[config.mk]
export PLATFORM = sky130hd
export DESIGN_NAME = int_timer_sched
export DESIGN_NICKNAME = d
export VERILOG_FILES = /design/src/rtl/int_ctrl_pkg.sv /design/src/rtl/int_tick_prescaler.sv /design/src/rtl/int_timer_sched.sv
export SDC_FILE = /design/constraint.sdc
export NUM_CORES = 1
export LEC_CHECK = 0
export CAP_MARGIN = 20
export CORE_MARGIN = 2
export CORE_UTILIZATION = 55
export DETAILED_ROUTE_END_ITERATION = 7
export DONT_BUFFER_PORTS = 1
export GPL_ROUTABILITY_DRIVEN = 0
export PLACE_DENSITY_LB_ADDON = 0.3
export SLEW_MARGIN = 10
export SYNTH_ARGS = -nofsm -noshare
export SYNTH_HDL_FRONTEND = slang
export SYNTH_SLANG_ARGS = --single-unit
[constraint.sdc]
create_clock -name clk_32k -period 3.44 [get_ports clk_32k]
set_input_delay 0.688 -clock clk_32k [delete_from_list [all_inputs] [get_ports clk_32k]]
set_output_delay 0.688 -clock clk_32k [all_outputs]
set_load 0.1 [all_outputs]
[src/rtl/int_ctrl_pkg.sv]
// Shared constants and the timer FSM state type used by the interrupt controller timer path.
package int_ctrl_pkg;

  localparam int unsigned TIMER_SEL_MAX  = 300;
  localparam int unsigned TIMER_TICK_DIV = 6554;

  typedef enum logic [1:0] {
    IDLE = 2'd0,
    RUN  = 2'd1,
    DONE = 2'd2
  } timer_state_e;

endpackage

[src/rtl/int_tick_prescaler.sv]
// Divides clk_32k into 0.2 s ticks while run is high; clears whenever run drops.
// Define INT_TIMER_FRAC_EN for the 5-phase fractional divider (exact 1 s per 5 ticks).
module int_tick_prescaler
  import int_ctrl_pkg::*;
#(
  parameter int unsigned TICK_DIV = TIMER_TICK_DIV
) (
  input  logic clk_32k,
  input  logic rst_n,
  input  logic run,
  output logic tick
);

  localparam int unsigned CNT_W = (TICK_DIV > 1) ? $clog2(TICK_DIV) : 1;
  localparam logic [CNT_W-1:0] LAST_LONG = CNT_W'(TICK_DIV - 1);

  logic [CNT_W-1:0] cnt_q, cnt_d;
  logic [CNT_W-1:0] last;

`ifdef INT_TIMER_FRAC_EN
  localparam logic [CNT_W-1:0] LAST_SHORT = CNT_W'(TICK_DIV - 2);

  logic [2:0] phase_q, phase_d;

  // Odd phases (1 and 3) are one cycle short, giving 5*TICK_DIV-2 cycles per 5 ticks.
  always_comb begin
    last    = phase_q[0] ? LAST_SHORT : LAST_LONG;
    phase_d = phase_q;
    if (!run) begin
      phase_d = '0;
    end else if (tick) begin
      phase_d = (phase_q == 3'd4) ? 3'd0 : phase_q + 3'd1;
    end
  end

  always_ff @(posedge clk_32k) begin
    if (!rst_n) begin
      phase_q <= '0;
    end else begin
      phase_q <= phase_d;
    end
  end
`else
  assign last = LAST_LONG;
`endif

  assign tick = run && (cnt_q == last);

  always_comb begin
    cnt_d = '0;
    if (run && !tick) begin
      cnt_d = cnt_q + CNT_W'(1);
    end
  end

  always_ff @(posedge clk_32k) begin
    if (!rst_n) begin
      cnt_q <= '0;
    end else begin
      cnt_q <= cnt_d;
    end
  end

endmodule

[src/rtl/int_timer_sched.sv]
// Periodic wake-up timer: counts rg_timer_sel ticks and emits a one-cycle timer_trig.
// Optional fractional tick divider (macro INT_TIMER_FRAC_EN) lives in int_tick_prescaler.
module int_timer_sched
  import int_ctrl_pkg::*;
#(
  parameter int unsigned TICK_DIV = TIMER_TICK_DIV,
  parameter int unsigned SEL_W    = 9,
  parameter int unsigned SEL_MAX  = TIMER_SEL_MAX
) (
  input  logic             clk_32k,
  input  logic             rst_n,
  input  logic             rg_timer_on,
  input  logic             rg_timer_mode,
  input  logic [SEL_W-1:0] rg_timer_sel,
  output logic             timer_trig,
  output logic             timer_busy,
  output logic [SEL_W-1:0] timer_remain
);

  timer_state_e     state_q, state_d;
  logic [SEL_W-1:0] remain_q, remain_d;
  logic [SEL_W-1:0] sel_eff;
  logic             trig_q, trig_d;
  logic             run, tick, last_tick;

  assign run       = (state_q == RUN) && rg_timer_on;
  assign last_tick = (remain_q <= SEL_W'(1));

  int_tick_prescaler #(
    .TICK_DIV (TICK_DIV)
  ) u_prescaler (
    .clk_32k (clk_32k),
    .rst_n   (rst_n),
    .run     (run),
    .tick    (tick)
  );

  // Out-of-range periods are silently clamped to [1, SEL_MAX].
  always_comb begin
    if (rg_timer_sel == '0) begin
      sel_eff = SEL_W'(1);
    end else if (rg_timer_sel > SEL_W'(SEL_MAX)) begin
      sel_eff = SEL_W'(SEL_MAX);
    end else begin
      sel_eff = rg_timer_sel;
    end
  end

  always_ff @(posedge clk_32k) begin
    if (!rst_n) begin
      state_q  <= IDLE;
      remain_q <= '0;
      trig_q   <= 1'b0;
    end else begin
      state_q  <= state_d;
      remain_q <= remain_d;
      trig_q   <= trig_d;
    end
  end

  always_comb begin
    state_d  = state_q;
    remain_d = remain_q;
    unique case (state_q)
      IDLE: begin
        if (rg_timer_on) begin
          state_d  = RUN;
          remain_d = sel_eff;
        end
      end
      RUN: begin
        if (!rg_timer_on) begin
          state_d  = IDLE;
          remain_d = '0;
        end else if (tick) begin
          if (!last_tick) begin
            remain_d = remain_q - SEL_W'(1);
          end else if (rg_timer_mode) begin
            remain_d = sel_eff;
          end else begin
            state_d  = DONE;
            remain_d = '0;
          end
        end
      end
      DONE: begin
        if (!rg_timer_on) begin
          state_d = IDLE;
        end
      end
      default: begin
        state_d  = IDLE;
        remain_d = '0;
      end
    endcase
  end

  // A stop on the expiring tick suppresses the trigger because run is already low.
  always_comb begin
    timer_busy   = (state_q == RUN);
    timer_remain = timer_busy ? remain_q : '0;
    timer_trig   = trig_q;
    trig_d       = run && tick && last_tick;
  end

endmodule
==> impl_metrics.toml <==
[status]
status = "finished clean"

[detailed_routing]
vias = 1517
drt-pass1-iter-count = 4
detail_route.iter0.violations = 93
viasPerCell = 6.40
wl_per_cell_um = 16.3
ant_nets = 0
drc = 0
routed_wl_um = 3860

[sta]
worstMarginPinSlew_ns = 0.928
post-route-period-util = 0.725
relSlewSlack = 0.380
fin_setup_tns_ns = 0
rsz0062_at_grt = "no"
setup_ws_ns = 0.945
fmax_mhz = 401
hold_viol = 0
setup_violations = 0
clock-skew-final_ns = 0.00781
fin_crit_ns = 2.49
slew_viol_final = 0

[place]
port_buffers = 0
dpl_cell_area_um2 = 1670
dp_hpwl_um = 2890
pre_cts_ws_ns = 1.30

[synth]
synth_edf_count = 0
postSynthCellCount = 198
ys_top_cells_by_area = "dfxtp_1, and2_1, nand2_1, nor2_1, xor2_1"
yosys-top-cells-count = "dfxtp_1, nand2_1, nor2_1"
synthesis.nets = 215
synth-seq-cells = 25
synthArstFlopShare = 0
synth.cell_area_um2 = 1590
yosysTopAreaCellShare = 0.315
ys.warnings.count = 0
synth_area_leader_cell = "dfxtp_1"
ys_seq_area_frac = 0.315
ys.flop_type = "dfxtp_1"
syn_avg_cell_area_um2 = 8.03
synth_most_common_cell = "dfxtp_1"
ys_types = 53

[layout]
final_area_um2 = 1700
antenna-diode-count = 0
final_layout_size_suffix_gt1_frac = 0.112
final_nets = 224
area_growth_pct = 7.01

[critical_path]
critPathKind = "reg2out"
crit_fanout = 10
worst_setup_path_end_kind = "output port"
worstSetupStartpointType = "flip-flop"
arrival_ns = 1.81
critical_path_required_ns = 2.75
r2r_cells = 7

[global_route]
antenna_found_initial = 0
grt_overflow = 0
grt_pass1_wl_um = 6340
grt_pass1_vias = 1471
grt_max_degree = 15
track_usage = 0.241

[cts]
cts_max_path_buffers = 2
cts_made_buffers = 3
cts_tree = "yes"
postCtsHoldBufs = 0
insertion_delay_ns = 0.32
ctsResizeCount = 0
root_buffer = "clkbuf_4"
cts_max_level = 1
post_cts_buffers = 0
cts_sinks = 25
clk_pin_slew_ns = 0.14

[power]
p_per_area_nw_per_um2 = 367
leakage_nw = 0.600
ir_drop_uv = 275

[run]
max-cap-violations = 0

[floorplanning]
die_area_um2 = 3340
die_h_um = 57.8
io_pins = 24
coreArea_um2 = 2760
start_util = 0.576
die_width_um = 57.8
row_count = 19

[worst_hold_path]
hold_depth = 2
hold_path.class = "in2reg"
-- registers in the layout, summed over array words and instances, names as in the netlist --
signal             count
remain_q               9
state_q                2
timer_trig             1
u_prescaler.cnt_q     13
-- final timing paths --
path | from | end | slack [ns]
setup / recovery | state_q[0]$_SDFFE_PN0P_ | timer_remain[1] | 0.95
hold / removal | rg_timer_on | state_q[1]$_SDFFE_PN0P_ | 0.47
setup reg to reg | remain_q[1]$_SDFFE_PN0P_ | remain_q[6]$_SDFFE_PN0P_ | 1.43
hold reg to reg | u_prescaler.cnt_q[0]$_SDFF_PN0_ | u_prescaler.cnt_q[0]$_SDFF_PN0_ | 0.49
-- metrics by stage --
| stage | std cells | power [mW] | util | hold WS (ns) |
|---|---|---|---|---|
| 4_1_cts | 237 | 0.623 | 0.617 | 0.461 |
| 3_5_place_dp | 233 | 0.490 | 0.607 | 0.467 |
| 5_1_grt | 237 | 0.655 | 0.617 | 0.461 |
| 6_report | 237 | 0.623 | 0.617 | 0.472 |
| 2_1_floorplan | 198 | 0.461 | - | 0.445 |
| 3_3_place_gp | 233 | 0.485 | 0.607 | 0.458 |
-- where the power goes --
group	leakage (nW)	internal [mW]	switching [mW]
clock network	0.0177	0.0436	0.0910
logic	0.379	0.0604	0.107
registers	0.203	0.300	0.0211
-- layout by cell type, fill, tap and decap left out, types with 2 or more instances in the layout --
cell type	synthesis	final
ha_1	4	4
inv_1	7	7
nor2_1	19	19
o211ai_1	3	3
and3_1	2	2
nand2b_1	2	2
o31ai_1	4	4
o21ai_0	7	7
nand3_1	9	9
xor2_1	6	6
clkbuf_4	0	3
o221ai_1	2	2
and4_1	2	2
nand2_1	20	20
nor2b_1	4	3
a21oi_1	10	10
a311oi_1	2	2
nor4_1	2	2
dfxtp_1	25	25
nor3_1	6	6
o21ai_1	3	3
and2_1	12	12
and4b_1	2	2
a21o_1	2	2
nand4_1	3	3
or3_1	3	3
buf_4	0	10
a31oi_1	2	2
a32oi_1	3	3
xnor2_1	5	5
-- layout make-up --
class                           count  area [um^2]
Clock buffer                        3         22.5
Clock inverter                      1         5.00
Fill cell                         257         1060
Inverter                            7         26.3
Multi-Input combinational cell    160         1030
Sequential cell                    25          500
Tap cell                           31         38.8
Timing Repair Buffer               10         75.1
-- layer usage --
metal / track usage / routed length [um] / vias to the layer above
met4: 0.113 / 72 / 0
met5: 0 / 0 / -
met3: 0.0647 / 349 / 10
met1: 0.279 / 1550 / 698
li1: - / - / 743
met2: 0.412 / 1890 / 66
-- logic make-up (layout without fill, tap and decap cells) --
group                      after synthesis  count (layout)  share of synthesized area
AOI/OAI and AO/OA                       48              48                      0.209
xor gates and xnor gates                11              11                     0.0606
adders and majority gates                4               4                     0.0315
buffers and inverters                   13              21                     0.0370
DFF                                     25              25                      0.315
muxes                                    1               1                    0.00709
and+or+nand+nor                         96              96                      0.339
-- critical path, stage by stage (launching register included) --
cell and delay (ns):
dfxtp_1 0.49, nor2b_2 0.19, buf_4 0.33, and2_1 0.19, buf_4 0.29
Power figures use the tool's default switching activity.
